==> src/rtl/alu_pkg.sv <==
// Shared widths, opcodes, request payload and FSM state type for the ALU issue controller.
package alu_pkg;

  localparam int unsigned DATA_W = 4;
  localparam int unsigned SEL_W  = 3;

  localparam logic [SEL_W-1:0] OP_ADD = 3'b000;
  localparam logic [SEL_W-1:0] OP_SUB = 3'b001;
  localparam logic [SEL_W-1:0] OP_AND = 3'b010;
  localparam logic [SEL_W-1:0] OP_OR  = 3'b011;
  localparam logic [SEL_W-1:0] OP_NOT = 3'b100;

  typedef enum logic [1:0] {
    ST_IDLE  = 2'd0,
    ST_DRIVE = 2'd1,
    ST_HOLD  = 2'd2
  } state_t;

  typedef struct packed {
    logic [DATA_W-1:0] a;
    logic [DATA_W-1:0] b;
    logic [SEL_W-1:0]  sel;
  } alu_req_t;

endpackage

==> src/rtl/alu_req_fifo.sv <==
// Request queue for the ALU issue controller: DEPTH entries (power of 2), pointers wrap naturally.
module alu_req_fifo
  import alu_pkg::*;
#(
  parameter int unsigned DEPTH = 4
) (
  input  logic     clk,
  input  logic     rst,
  input  logic     push,
  input  alu_req_t push_data,
  input  logic     pop,
  output alu_req_t head_c,
  output logic     full,
  output logic     empty,
  output logic     full_nxt_c
);

  localparam int unsigned AW = $clog2(DEPTH);
  localparam int unsigned CW = AW + 1;

  alu_req_t        mem [DEPTH];
  logic [AW-1:0]   wr_ptr;
  logic [AW-1:0]   rd_ptr;
  logic [CW-1:0]   count;
  logic [CW-1:0]   count_nxt;

  // Occupancy after this edge; simultaneous push and pop leave it unchanged.
  always_comb begin
    count_nxt = count + CW'(push) - CW'(pop);
  end

  assign full_nxt_c = (count_nxt == CW'(DEPTH));
  assign head_c     = mem[rd_ptr];

  always_ff @(posedge clk or posedge rst) begin
    if (rst) begin
      wr_ptr <= '0;
      rd_ptr <= '0;
      count  <= '0;
      full   <= 1'b0;
      empty  <= 1'b1;
    end else begin
      if (push) wr_ptr <= wr_ptr + AW'(1);
      if (pop)  rd_ptr <= rd_ptr + AW'(1);
      count <= count_nxt;
      full  <= full_nxt_c;
      empty <= (count_nxt == '0);
    end
  end

  // Storage carries no reset; validity is tracked by the pointers and count.
  always_ff @(posedge clk) begin
    if (push) mem[wr_ptr] <= push_data;
  end

endmodule

==> src/rtl/alu_issue_ctrl.sv <==
// Queues ALU requests, drives one at a time to an external combinational ALU and holds each result.
// Optional macro ALU_ISSUE_FLAGS_EN adds resp_zero / resp_illegal result flags.
module alu_issue_ctrl
  import alu_pkg::*;
#(
  parameter int unsigned FIFO_DEPTH = 4
) (
  input  logic              clk,
  input  logic              rst,
  input  logic              req_valid,
  output logic              req_ready,
  input  logic [DATA_W-1:0] req_a,
  input  logic [DATA_W-1:0] req_b,
  input  logic [SEL_W-1:0]  req_sel,
  output logic [DATA_W-1:0] A,
  output logic [DATA_W-1:0] B,
  output logic [SEL_W-1:0]  ALU_Sel,
  input  logic [DATA_W-1:0] ALU_Out,
  output logic              resp_valid,
  input  logic              resp_ready,
  output logic [DATA_W-1:0] resp_data
`ifdef ALU_ISSUE_FLAGS_EN
  ,
  output logic              resp_zero,
  output logic              resp_illegal
`endif
);

  state_t   state;
  state_t   state_nxt;
  alu_req_t req_c;
  alu_req_t head_c;
  logic     push_c;
  logic     pop_c;
  logic     fifo_full;
  logic     fifo_empty;
  logic     fifo_full_nxt_c;

  assign req_c  = '{a: req_a, b: req_b, sel: req_sel};
  assign push_c = req_valid && req_ready && !fifo_full;

  alu_req_fifo #(
    .DEPTH (FIFO_DEPTH)
  ) u_fifo (
    .clk        (clk),
    .rst        (rst),
    .push       (push_c),
    .push_data  (req_c),
    .pop        (pop_c),
    .head_c     (head_c),
    .full       (fifo_full),
    .empty      (fifo_empty),
    .full_nxt_c (fifo_full_nxt_c)
  );

  always_ff @(posedge clk or posedge rst) begin
    if (rst) state <= ST_IDLE;
    else     state <= state_nxt;
  end

  // Next state and the pop strobe that loads the ALU operand registers.
  always_comb begin
    state_nxt = state;
    pop_c     = 1'b0;
    case (state)
      ST_IDLE: begin
        if (!fifo_empty) begin
          pop_c     = 1'b1;
          state_nxt = ST_DRIVE;
        end
      end
      ST_DRIVE: state_nxt = ST_HOLD;
      ST_HOLD: begin
        if (resp_valid && resp_ready) state_nxt = ST_IDLE;
      end
      default: state_nxt = ST_IDLE;
    endcase
  end

  // Ready is registered from next occupancy, so a pop while full cannot raise it combinationally.
  always_ff @(posedge clk or posedge rst) begin
    if (rst) begin
      req_ready  <= 1'b0;
      A          <= '0;
      B          <= '0;
      ALU_Sel    <= '0;
      resp_data  <= '0;
      resp_valid <= 1'b0;
    end else begin
      req_ready <= !fifo_full_nxt_c;
      if (pop_c) begin
        A       <= head_c.a;
        B       <= head_c.b;
        ALU_Sel <= head_c.sel;
      end
      if (state == ST_DRIVE) begin
        resp_data  <= ALU_Out;
        resp_valid <= 1'b1;
      end else if (state == ST_HOLD && resp_ready) begin
        resp_valid <= 1'b0;
      end
    end
  end

`ifdef ALU_ISSUE_FLAGS_EN
  // Flags are captured on the same edge as resp_data.
  always_ff @(posedge clk or posedge rst) begin
    if (rst) begin
      resp_zero    <= 1'b0;
      resp_illegal <= 1'b0;
    end else if (state == ST_DRIVE) begin
      resp_zero    <= (ALU_Out == '0);
      resp_illegal <= (ALU_Sel > OP_NOT);
    end
  end
`endif

endmodule

==> config.mk <==
export PLATFORM = sky130hd
export DESIGN_NAME = alu_issue_ctrl
export DESIGN_NICKNAME = d
export VERILOG_FILES = /design/src/rtl/alu_pkg.sv /design/src/rtl/alu_req_fifo.sv /design/src/rtl/alu_issue_ctrl.sv
export SDC_FILE = /design/constraint.sdc
export NUM_CORES = 1
export LEC_CHECK = 0
export CAP_MARGIN = 20
export CORE_ASPECT_RATIO = 1.25
export CORE_MARGIN = 2
export CORE_UTILIZATION = 40
export DETAILED_ROUTE_END_ITERATION = 10
export PLACE_DENSITY = 0.62
export SLEW_MARGIN = 10
export SYNTH_ARGS = -nofsm -noshare
export SYNTH_HDL_FRONTEND = slang
export SYNTH_SLANG_ARGS = --single-unit
==> constraint.sdc <==
create_clock -name clk -period 5.8 [get_ports clk]
set_input_delay 0.87 -clock clk [delete_from_list [all_inputs] [get_ports clk]]
set_output_delay 0.87 -clock clk [all_outputs]
set_load 0.05 [all_outputs]
==> results.md <==
- Gr usage total: 13.7%
- Detailed-route DRC error count: 0
- Worst slew margin relative to its limit: 49.0%
- Overall power after layout: 2.04 mW
- Async SR Flop Fraction: 38.9%
- Count of unique library cells instantiated by Yosys: 29
- Final worst hold slack: 0.510 ns
- Core footprint: 0.00689 mm2
- Post-CTS clock slew at the launch and capture registers of the worst setup and hold paths: 0.07 ns
- Maximum buffer depth of the clock tree: 2
- Top cell type by total area after synthesis: sky130_fd_sc_hd__edfxtp_1
- Number of register bits inferred by synthesis: 72
- Post-Synthesis Cells: 139
- DRT Wirelength: 4.60 mm
- Unrepaired setup endpoints after global routing: false
- Via-per-instance ratio: 4.83
- Clock Tree Root: sky130_fd_sc_hd__clkbuf_8
- Post-route antenna net violation count: 0
- Power density over the cells: 589 mW/mm2
- Number of setup violations in the final report: 0
- Startpoint-to-endpoint class of the critical path: input pin to flop
- Largest cells by area after synthesis: sky130_fd_sc_hd__edfxtp_1 (47%), sky130_fd_sc_hd__dfrtp_1 (24%), sky130_fd_sc_hd__mux4_2 (6.4%)
- HP Class: flop to flop
- Max Slew Vio Count: 0
- Fraction of final layout cells sized beyond drive strength 1: 22.9%
- Endpoint class of the critical path: flop
- Total standard cell area after synthesis: 0.00281 mm2
- Most instantiated library cell after synthesis: sky130_fd_sc_hd__edfxtp_1
- Required @ worst endpoint: 6.06 ns
- Rows: 34
- Clock skew after layout: 0.00919 ns
- Layout area overhead: 23.2%
- Count of H-tree levels built during CTS: 3
- Share of the core filled with cells: 50.3%
- Final worst-path cycle share: 45.3%
- Ports placed on the boundary: 36
- Die Area: 0.00772 mm2
- Number of maximum-capacitance constraint violations: 0
- First-pass iteration count of the detailed router: 4
- Initial Util: 40.8%
- Post-layout instance count excluding filler cells: 278
- Cts repair resizes: 0
- Post-synthesis average cell area: 20.2 um2
- Final antenna diode count: 0
- CP Data Arrival Time: 2.88 ns
- Height of the chip: 97.8 um
- TritonCTS clock tree: yes
- Count of buffers from port buffering: 35
- Number of global-route vias before repair: 1,505
- Global placer's final weighted congestion: 0.655
- Pleak: 1.31 nW
- Highest clock rate: 381 MHz
- Leading cell types by count after synthesis: sky130_fd_sc_hd__edfxtp_1 (44), sky130_fd_sc_hd__dfrtp_1 (27)
- Final-layout setup total negative slack: 0 ns
- Final critical-path required period: 2.63 ns
- Result of the run: finished clean
- Number of hold-repair buffers added at the cts stage: 0
- Startpoint kind of the worst setup timing path: input pin
- Number of buffers added by the clock tree synthesis step: 9
- Total number of vias: 1,343
- Net count reported at finish: 209
- Count of warnings emitted by yosys: 0
- WL/cell: 16.6 um
- EDFF count, synth: 44
- Starting DRT DRC Count: 87
- Wire length of the first global-routing pass: 7.65 mm
- Hpwl dp: 3.17 mm
- Largest net degree at the start of global routing: 29
- Tightest Pin Transition: 0.766 ns
- Fraction of the yosys area taken by sequential cells: 71.9%
- Antenna violations before repair: 0
- Worst ir drop on vdd: 206 uV
- Synthesized Nets: 165
- Worst-path fanout max: 7
- Top cell type's share of synthesized area: 47.0%
- Number of setup buffers added after CTS: 0
- Final Hold Violating Endpoints: 0
- Source-to-sink clock delay at the later pin of the worst-skew pair: 0.34 ns
- Setup slack of the most critical reg-to-reg path: 3.25 ns
- Total gr overflow: 0
- Chip Width: 79 um
- Most frequently used flop master after synthesis: sky130_fd_sc_hd__edfxtp_1
- Sinks on the clock net: 72
- Placed Cells: 261
==> kinds of logic after synthesis <==
kind of cell               share of synthesized area (%)
AOI/OAI and AO/OA                                  0.845
xor gates and xnor gates                            1.78
adders and majority gates                           3.38
buffers and inverters                               2.05
DFF                                                 71.9
muxes                                               16.7
and+or+nand+nor                                     3.34
==> flip-flops by register name, indices dropped and copies added (netlist names), 2 cells and up <==
name,flops
u_fifo.mem,44
A,4
u_fifo.wr_ptr,2
u_fifo.rd_ptr,2
resp_data,4
ALU_Sel,3
state,2
u_fifo.count,3
B,4
==> layer usage <==
| layer | up-vias | global-route usage [%] | wire, um |
|---|---|---|---|
| met2 | 24 | 24.2 | 2670 |
| met5 | - | 0 | 0 |
| met1 | 697 | 15.1 | 1710 |
| met4 | 0 | 5.97 | 82 |
| li1 | 614 | - | - |
| met3 | 8 | 3.79 | 146 |
==> report_power, final <==
group	switching, mW	internal [mW]
combinational	0.433	0.400
clock	0.186	0.198
sequential	0.114	0.712
==> final cells by class <==
type                    instances  area (um2)
flip-flops and latches         72        2020
fillers                       576        3430
clock inverters                 7        71.3
repair buffers                 37         373
multi-input cells              55         732
well taps                      90         113
inverters                       8        30.0
clock buffers                   9         124
==> worst max-delay path: stages <==
cell	delay, ns
sky130_fd_sc_hd__clkdlybuf4s50_1	0.45
sky130_fd_sc_hd__and3b_1	0.30
sky130_fd_sc_hd__ha_1	0.20
sky130_fd_sc_hd__inv_1	0.05
sky130_fd_sc_hd__fa_1	0.38
sky130_fd_sc_hd__xor3_1	0.46
sky130_fd_sc_hd__nor3b_1	0.19
==> worst paths after layout <==
check                                     startpoint                     end  cells past startpoint
worst max-delay path                       req_valid   u_fifo.full$_DFF_PP0_                      7
worst min-delay path                A[2]$_DFFE_PP0P_        A[2]$_DFFE_PP0P_                      1
worst max register to register  state[0]$_DFFE_PP0P_   u_fifo.full$_DFF_PP0_                      9
worst min register to register      A[2]$_DFFE_PP0P_        A[2]$_DFFE_PP0P_                      1
max in group asynchronous                        rst  u_fifo.empty$_DFF_PP1_                      3
min in group asynchronous                        rst        B[2]$_DFFE_PP0P_                      2
==> metrics by stage <==
step / cell area (um2) / setup slack, ns
2_1_floorplan: 2810 / 3.37
3_3_place_gp: 3260 / 2.94
3_5_place_dp: 3260 / 2.84
4_1_cts: 3450 / 3.18
5_1_grt: 3470 / 3.05
6_report: 3470 / 3.17
==> layout by cell type, fill, tap and decap left out, drive strengths merged, types with 2 or more instances in the layout <==
cell	count
edfxtp	44
clkdlybuf4s50	35
dfrtp	27
mux2	16
mux4	11
clkbuf	9
inv	9
ha	6
and2	4
nor3	3
clkinv	3
xor2	2
nor2b	2
clkinvlp	2
buf	2
(Power assumes the default switching activity.)
